===== config.mk =====
export PLATFORM = sky130hd
export DESIGN_NAME = z80bus_sram_responder
export DESIGN_NICKNAME = d
export VERILOG_FILES = /design/src/rtl/z80bus_sram_responder_pkg.sv /design/src/rtl/z80bus_sram_responder.sv
export SDC_FILE = /design/constraint.sdc
export NUM_CORES = 1
export LEC_CHECK = 0
export CORE_MARGIN = 4
export CORE_UTILIZATION = 35
export CTS_BUF_LIST = sky130_fd_sc_hd__clkbuf_2
export CTS_CLUSTER_DIAMETER = 200
export CTS_CLUSTER_SIZE = 12
export DETAILED_ROUTE_END_ITERATION = 10
export PLACE_DENSITY = 0.74
export SLEW_MARGIN = 20
export SYNTH_ARGS = -nofsm -noshare
export SYNTH_HDL_FRONTEND = slang
export SYNTH_SLANG_ARGS = --single-unit

===== constraint.sdc =====
create_clock -name i_clk -period 1.6 [get_ports i_clk]
set_clock_uncertainty 0.05 [all_clocks]
set_input_delay 0.32 -clock i_clk [delete_from_list [all_inputs] [get_ports i_clk]]
set_output_delay 0.32 -clock i_clk [all_outputs]
set_load 0.1 [all_outputs]

===== src/rtl/z80bus_sram_responder_pkg.sv =====
// Shared state encoding and default SRAM timing for z80 bus responders.
// The wait counter is 3 bits wide, so timing parameters must stay within 1..7.
package z80bus_sram_responder_pkg;

   typedef enum logic [2:0] {
      S_IDLE,
      S_RD,
      S_WSETUP,
      S_WPULSE,
      S_WHOLD,
      S_ACK,
      S_DONE
   } state_t;

   localparam int CNT_W        = 3;
   localparam int DEF_RD_WAIT  = 2;
   localparam int DEF_WR_SETUP = 1;
   localparam int DEF_WR_WAIT  = 2;

   function automatic logic cnt_last(input logic [CNT_W-1:0] cnt, input int unsigned n);
      return cnt == CNT_W'(n - 1);
   endfunction

endpackage


===== src/rtl/z80bus_sram_responder.sv =====
// Bus slave driving an async SRAM; read ack RD_WAIT+1 edges and write ack
// WR_SETUP+WR_WAIT+2 edges after the sampling edge; a held cs stalls in DONE until released.
module z80bus_sram_responder
   import z80bus_sram_responder_pkg::*;
#(
   parameter int unsigned RD_WAIT  = DEF_RD_WAIT,
   parameter int unsigned WR_SETUP = DEF_WR_SETUP,
   parameter int unsigned WR_WAIT  = DEF_WR_WAIT
) (
   input  logic        i_clk,
   input  logic        i_reset,
   input  logic [15:0] i_addr,
   input  logic [7:0]  i_dat,
   output logic [7:0]  o_dat,
   input  logic        i_we,
   input  logic        i_cs,
   output logic        o_ack,
   output logic [15:0] o_sram_addr,
   output logic [7:0]  o_sram_dq,
   output logic        o_sram_dq_oe,
   input  logic [7:0]  i_sram_dq,
   output logic        o_sram_ce_n,
   output logic        o_sram_oe_n,
   output logic        o_sram_we_n
);

   state_t           state;
   logic [CNT_W-1:0] cnt;
   logic             wr_abort;

   always_ff @(posedge i_clk or posedge i_reset) begin
      if (i_reset) begin
         state        <= S_IDLE;
         cnt          <= '0;
         wr_abort     <= 1'b0;
         o_ack        <= 1'b0;
         o_dat        <= '0;
         o_sram_addr  <= '0;
         o_sram_dq    <= '0;
         o_sram_dq_oe <= 1'b0;
         o_sram_ce_n  <= 1'b1;
         o_sram_oe_n  <= 1'b1;
         o_sram_we_n  <= 1'b1;
      end else begin
         o_ack <= 1'b0;
         case (state)
            S_IDLE: begin
               if (i_cs) begin
                  o_sram_addr <= i_addr;
                  o_sram_dq   <= i_dat;
                  o_sram_ce_n <= 1'b0;
                  cnt         <= '0;
                  wr_abort    <= 1'b0;
                  if (i_we) begin
                     o_sram_dq_oe <= 1'b1;
                     state        <= S_WSETUP;
                  end else begin
                     o_sram_oe_n <= 1'b0;
                     state       <= S_RD;
                  end
               end
            end
            S_RD: begin
               // A dropped cs wins over the capture edge: no data, no ack.
               if (!i_cs) begin
                  o_sram_ce_n <= 1'b1;
                  o_sram_oe_n <= 1'b1;
                  state       <= S_IDLE;
               end else if (cnt_last(cnt, RD_WAIT)) begin
                  o_dat       <= i_sram_dq;
                  o_sram_ce_n <= 1'b1;
                  o_sram_oe_n <= 1'b1;
                  state       <= S_ACK;
               end else begin
                  cnt <= cnt + 3'd1;
               end
            end
            S_WSETUP: begin
               if (!i_cs) begin
                  o_sram_ce_n  <= 1'b1;
                  o_sram_dq_oe <= 1'b0;
                  state        <= S_IDLE;
               end else if (cnt_last(cnt, WR_SETUP)) begin
                  o_sram_we_n <= 1'b0;
                  cnt         <= '0;
                  state       <= S_WPULSE;
               end else begin
                  cnt <= cnt + 3'd1;
               end
            end
            S_WPULSE: begin
               // Once WE has fallen the pulse must run to completion to avoid a runt write.
               if (!i_cs) wr_abort <= 1'b1;
               if (cnt_last(cnt, WR_WAIT)) begin
                  o_sram_we_n <= 1'b1;
                  state       <= S_WHOLD;
               end else begin
                  cnt <= cnt + 3'd1;
               end
            end
            S_WHOLD: begin
               o_sram_ce_n  <= 1'b1;
               o_sram_dq_oe <= 1'b0;
               state        <= (wr_abort || !i_cs) ? S_IDLE : S_ACK;
            end
            S_ACK: begin
               o_ack <= 1'b1;
               state <= S_DONE;
            end
            S_DONE: begin
               if (!i_cs) state <= S_IDLE;
            end
            default: state <= S_IDLE;
         endcase
      end
   end

endmodule


==> key figures, run 1 <==
Run status
  • Status: completed

Global route
  • Vias in the first global route: 1595
  • Met1 GRT Util: about 16%
  • Initial antenna violation count: 0
  • First-pass GRT wire length: 7.66 mm
  • Pin count of the biggest net entering global routing: 26
  • Met3 usage: 5.26%
  • Total grt overflow: 0
  • Global route hottest layer: met2
  • GR Util met2: 24.3%
  • GRT Util Overall: 13.8%

Floorplanning
  • Full die area: 6910 µm²
  • # IOs: between 70 and 80
  • Die width: 83.1 µm
  • Chip Height: 83.1 µm
  • Core Area: 5470 µm²
  • Initial core utilization: 36.1%
  • Row cnt: 27

Clock network
  • Skew-Pair Late Insertion Delay: 400 ps
  • Clock slew at reported path FFs: 230 ps
  • CTS max path bufs: 2
  • Clock buffer count from CTS: 5
  • CTS tree: yes
  • H-tree depth: 2
  • Clock root buffer: clkbuf_2
  • Clock net sink count: 44

Route
  • Post-Route WL: between 4 and 5 mm
  • Drt drc: 0
  • Initial DRT Pass Iterations: 4
  • Antenna-violating nets left: 0
  • Via count: approximately 1.5k
  • Avg WL per Cell: between 10 and 15 µm
  • DRT iter0 DRCs: 73
  • DR vias/cell: ~4.7

Cells and area
  • Area of the multi-input gates: around 840 µm²
  • Reg area: 1110 µm²
  • Fill cell count: 452
  • Commonest non-fill, non-tap cells in the layout: buf_12, dfrtp_1, clkdlybuf4s50_1
  • Final Util: between 60% and 70%
  • Most common cell after layout, fill and taps aside: buf_12
  • Ant diodes: 0
  • Area growth, synth to finish: 74.0%
  • Layout cell share with drive strength beyond 1: between 40% and 50%
  • Fin area: 3440 µm²
  • Post-layout net count: ~280

STA
  • Slew headroom: 77.3%
  • Achievable Freq: 0.639 GHz
  • RSZ-0062 raised after global routing: true
  • Final Hold Fails: 0
  • Slew @ Worst Pin: 340 ps
  • Setup-failing EPs final: 0
  • Fin crit share: between 90% and 100%
  • Period minus WS final: 1560 ps
  • Slew Limit Fails: 0

Worst setup path
  • CP Capture Type: flip-flop
  • RR Endpoint: cnt[1]
  • Critical Path Start: cnt[0]
  • Crit path max fanout: 3
  • Critical path type: reg2reg
  • R2R cell count: 7
  • Critical Path AT: 1870 ps
  • Data required, critical path: 1900 ps
  • FF-to-FF setup slack: between 30 and 40 ps
  • Reg-to-reg critical path startpoint: cnt[0]
  • Nature of the critical path startpoint: flip-flop

Logic synthesis
  • Seq/Total Area, Yosys: a little under three fifths
  • Post-synthesis cell count: 151
  • Syn Std Cell Area: 1970 µm²
  • Syn Nets: 190
  • Synth warn: 0
  • Post-synthesis register bit count: 44
  • Mean Syn Cell Area: 13.1 µm²
  • Netlist cell types: 38

Placed design
  • Placed cell areas: 3260 µm²
  • Port Buffer Count: 72
  • GPL Wtd Cong: around 0.85
  • Dpl hpwl: 3.45 mm

Hold path
  • Hold Path Class: in2async

Job
  • Max cap viols: 0
-- Yosys cell counts (all sizes together) --
cell type	number	area [µm²]
a211oi	1	12.5
nand2	4	17.5
dfrtp	41	1030
and3b	1	8.76
nand4b	1	8.76
nor2b	4	32.5
or2	1	6.26
nor2	4	15.0
nor3	2	26.3
dfstp	3	78.8
nand3	1	5.00
a22o	1	8.76
o41ai	1	8.76
inv	5	18.8
o2bb2ai	1	8.76
a221o	1	10.0
a21boi	1	7.51
o21a	1	7.51
mux2	32	360
and2	2	12.5
a21oi	7	35.0
mux2i	2	20.0
nand3b	2	15.0
a221oi	1	8.76
clkbuf	1	3.75
nor3b	1	7.51
o21ai	13	65.1
o21ba	1	10.0
nand2b	5	38.8
ha	3	37.5
buf	7	52.5
-- flip-flops by register name, summed over array words and instances (netlist names) --
| register | cells |
|---|---|
| cnt | 3 |
| o_ack | 1 |
| o_dat | 8 |
| o_sram_addr | 16 |
| o_sram_ce_n | 1 |
| o_sram_dq | 8 |
| o_sram_dq_oe | 1 |
| o_sram_oe_n | 1 |
| o_sram_we_n | 1 |
| state | 3 |
| wr_abort | 1 |
-- how the worst max path moves through the flow --
stage | end
floorplan | state[0]
detailed placement | state[0]
global route | o_sram_ce_n
global placement | state[0]
finish | cnt[1]
CTS | o_sram_oe_n
-- final cells by class --
type,count,area share (%)
Timing Repair Buffer,95,38.1
Tap cell,72,2.62
Sequential cell,44,32.2
Clock buffer,5,0.728
Inverter,5,0.546
Multi-Input combinational cell,94,24.5
Clock inverter,3,1.24
-- critical path, stage by stage, from the launching register on --
cell and delay [ps]:
dfrtp_1 460, ha_2 190, nor2b_4 140, buf_6 130, a211oi_4 220, buf_4 160
nand3b_1 70, o21ai_1 90
-- stage by stage --
| stage | hold slack [ps] | TNS, ps | setup WS (ps) | instances |
|---|---|---|---|---|
| 2_1_floorplan | 410 | 0 | 16.3 | 151 |
| 3_3_place_gp | 447 | -7940 | -227 | 303 |
| 3_5_place_dp | 452 | -8870 | -272 | 303 |
| 4_1_cts | 76.5 | -17.0 | -17.0 | 313 |
| 5_1_grt | 62.4 | -248 | -54.7 | 318 |
| 6_report | 103 | 0 | 35.1 | 318 |
-- cell families after synthesis --
family / synth area share [%]
DFF: 56.0
AOI/OAI and AO/OA: 9.25
buffers and inverters: 3.80
adders and majority gates: 1.90
muxes: 19.3
and+or+nand+nor: 9.82
-- repair_timing --
item / 4_1_cts / 5_1_grt
pin swaps: 2 / 2
hold buffers: 0 / 0
gates resized for setup: 9 / 10
endpoints found under the setup margin: 15 / 16
setup buffers: 2 / 5
-- routing by layer --
layer  vias up  wire length, µm
li1        717                -
met1       744             1770
met2        33             2460
met3         6              260
met4         0               50
met5         -                0
Power of run 1 is left out: the tool's default activity adds up to more than one toggle a clock period on the data nets, which glitch-free logic cannot reach.
==> run 2, diff against run 1 <==
- SKIP_LAST_GASP: not set -> 1
==> results of run 2 <==
Same layout as run 1: the final DEF is identical, and so are final timing and power.
Power of run 2 is left out for the same reason.
==> variant 1, RTL diff (config.mk and constraints of run 1) <==
Make the reset (`i_reset`) synchronous in one clocked block. Comments in the files are not updated.
--- a/src/rtl/z80bus_sram_responder.sv
+++ b/src/rtl/z80bus_sram_responder.sv
@@ -29,5 +29,5 @@
    logic             wr_abort;
 
-   always_ff @(posedge i_clk or posedge i_reset) begin
+   always_ff @(posedge i_clk) begin
       if (i_reset) begin
          state        <= S_IDLE;
Function: differs if i_reset is asserted again (counterexample within 4 cycles, from zero or initial values and one cycle with i_reset high); with i_reset held inactive, the same outputs for 10 cycles.
==> variant 1 against run 1 <==
Sequential cell count stayed put. Critical path depth is 1 lower. Non-clock buffer count is 2 lower. Setup slack better by 0.023 ns. Utilization is 0.33 points lower. Routed wire length is 8.2% higher. Global-route usage is 1.9 points higher. Synthesized area is 3.2% lower. Cell area is 5.4% lower.
==> variant 1: results <==
metrics = {
    "placed_design": {
        "dp_hpwl_um": 3770,
        "gp_congestion": 0.776,
        "place_ws_ns": -0.278,
    },
    "sta": {
        "fin_hold_ws_ns": 0.365,
        "tightest_slew_ns": 0.399,
        "fmax_mhz": 649,
    },
    "finish": {
        "drive_above_1_share": 0.272,
        "nFillCells": 449,
    },
    "worst_setup_path": {
        "reg2reg_slack_ns": 0.06,
        "crit_slowest_cell": "dfxtp_2",
        "crit_path_end": "state[0]",
        "reg2reg_from": "cnt[1]",
        "r2r.worst_path.cells": 6,
        "cpPeakStageDelay_ns": 0.38,
    },
    "logic_synthesis": {
        "synth_cell_types": 37,
        "synthesis.nets": 267,
        "ys.flop_type": "dfxtp_1",
        "synth_top_cell_area_share": 0.461,
        "synth_compound_area_frac": 0.171,
        "synth_seq_area_share": 0.461,
        "synth_async_sr_flop_share": 0,
        "muxShareOfSynthArea": 0.0471,
        "synthAdderAreaFrac": 0.0196,
    },
    "grt": {
        "grt_use_met1": 0.177,
        "grt_pass1_vias": 1725,
        "met3_usage": 0.0746,
        "grt_max_degree": 22,
        "grt_use_total": 0.156,
        "grt_pass1_wl_um": 8070,
    },
    "drt": {
        "dr.first_iter.drc_count": 75,
        "wl_met1_um": 1960,
        "vias": 1813,
    },
    "clocking": {
        "ctsResizeCount": 3,
        "cts_setup_buffers": 1,
    },
    "status": {
        "outcome": "completed",
    },
}
variant 1: changes by cell type after synthesis, sizes merged, moves of 6 or more:
cell,delta
mux2i,+7
dfxtp,+44
nand2,+53
clkbuf,+6
o21ai,-7
mux2,-32
dfrtp,-41
nor2,+11
a21oi,+27
variant 1: metrics by stage:
stage	TNS (ns)	power (uW)	std cells	util	cell area, um^2
floorplan	0	3010	228	-	1910
detailed placement	-8.81	3930	373	0.609	3170
CTS	0	4410	382	0.619	3220
global route	0	4630	383	0.625	3250
finish	0	4400	383	0.625	3250
global placement	-8.24	3910	373	0.609	3170
variant 1: layout make-up:
| type | instances | area share |
|---|---|---|
| inverter | 4 | 0.00462 |
| tap | 70 | 0.0269 |
| clock buffer | 6 | 0.00924 |
| sequential | 44 | 0.273 |
| multi-input combinational | 164 | 0.291 |
| timing repair buffer | 93 | 0.392 |
| clock inverter | 2 | 0.00346 |
==> variant 2, RTL diff (config.mk and constraints of run 1) <==
Made on the original files. Set the package constant `CNT_W` to 6 (it was 3).
--- a/src/rtl/z80bus_sram_responder_pkg.sv
+++ b/src/rtl/z80bus_sram_responder_pkg.sv
@@ -13,5 +13,5 @@
    } state_t;
 
-   localparam int CNT_W        = 3;
+   localparam int CNT_W        = 6;
    localparam int DEF_RD_WAIT  = 2;
    localparam int DEF_WR_SETUP = 1;
Formal check against the unedited RTL: same outputs for any inputs over 4 cycles, from zero or initial values and one cycle with i_reset high; that may be too few to reach the edited logic, so the function may still have changed.
==> variant 2 against run 1 <==
The flow now finishes with violations (setup timing). Critical path depth did not move. Setup slack got worse by 0.23 ns. Sequential share of layout area fell by 1.4 points. Cell area rose by 11%. Sequential cell count rose by 3. Non-clock buffer count rose by 14. Routed wire length rose by 41%. Synthesized area rose by 5.9%.
Power is left out: the tool's default activity adds up to more than one toggle a clock period on the data nets, which glitch-free logic cannot reach.
==> variant 2: results <==
metrics = {
    "grt": {
        "grt_use_met1": 0.181,
        "grt_pass1_vias": 1952,
        "grt_pass1_wl_um": 9830,
        "grt_max_degree": 36,
        "met3_usage": 0.0427,
        "met2_usage": 0.322,
        "grt_use_total": 0.170,
    },
    "worst_setup_path": {
        "timing.critical_path.arrival_ns": 2.08,
        "critPathTopFamily": "compound AO/OA/AOI/OAI gates",
        "reg2reg_to": "cnt[3]",
        "reg2reg_from": "cnt[2]",
        "crit_path_max_fanout": 6,
        "crit_slowest_cell": "dfrtp_1",
    },
    "logic_synthesis": {
        "synth_seq_area_share": 0.564,
        "synth.avg_cell_area_um2": 12.6,
        "synth_cell_types": 40,
        "synth.area.top_cells": "dfrtp_1 (53%), mux2_2 (17%), dfstp_2 (3.8%)",
        "synth_common_cells": "dfrtp_1 (44), mux2_2 (32), o21ai_0 (10)",
        "synthAdderAreaFrac": 0.0180,
        "synth_compound_area_frac": 0.108,
        "muxShareOfSynthArea": 0.172,
    },
    "drt": {
        "wl_met3_um": 417,
        "wl_met1_um": 2340,
        "dr.first_iter.drc_count": 94,
        "viasPerCell": 5.23,
        "routed-wl-met2_um": 3470,
        "drt_wl_total_um": 6400,
        "wl_per_cell_um": 18.3,
    },
    "placed_design": {
        "dp.cells": 331,
        "dpl_cell_area_mm2": 0.00350,
        "dp_hpwl_um": 4300,
        "gp_congestion": 0.862,
        "place_ws_ns": -0.395,
    },
    "finish": {
        "post-route-util": 0.678,
        "drive_above_1_share": 0.523,
        "nFillCells": 385,
        "fin_nets": 315,
    },
    "sta": {
        "layout_setup_ws_ns": -0.197,
        "fin_hold_ws_ns": 0.123,
        "fin_tns_setup_ns": -1.83,
        "slew-limit-headroom": 0.821,
        "finalSetupViolCount": 17,
    },
    "status": {
        "violations": "setup timing",
        "outcome": "finished, violations left",
    },
    "clocking": {
        "ctsResizeCount": 20,
        "path_clk_slew_ns": 0.27,
        "cts_setup_buffers": 5,
        "insertion_delay_ns": 0.44,
    },
}
variant 2: cell types whose count changed in the layout (fill, tap and decap cells not counted), moves of 4 or more:
cell | before | now
a21oi_1 | 7 | 3
buf_4 | 18 | 28
dfrtp_1 | 39 | 43
inv_1 | 2 | 6
mux2_2 | 32 | 25
mux2_4 | 0 | 7
nand3_1 | 1 | 7
variant 2: worst max-delay path by stage:
stage	cells after the start	endpoint	slack (ns)	startpoint
2_1_floorplan	4	o_dat[0]	-0.21	cnt[5]
3_3_place_gp	5	cnt[5]	-0.31	i_cs
3_5_place_dp	5	cnt[5]	-0.40	i_cs
4_1_cts	7	cnt[3]	-0.11	cnt[5]
5_1_grt	7	cnt[3]	-0.23	cnt[3]
6_report	7	cnt[3]	-0.20	cnt[2]
variant 2: cell type report:
class	count	area share
repair buffers	109	0.377
well taps	72	0.0235
multi-input cells	105	0.269
flip-flops and latches	47	0.309
inverters	8	0.00883
clock buffers	6	0.00785
clock inverters	2	0.00458
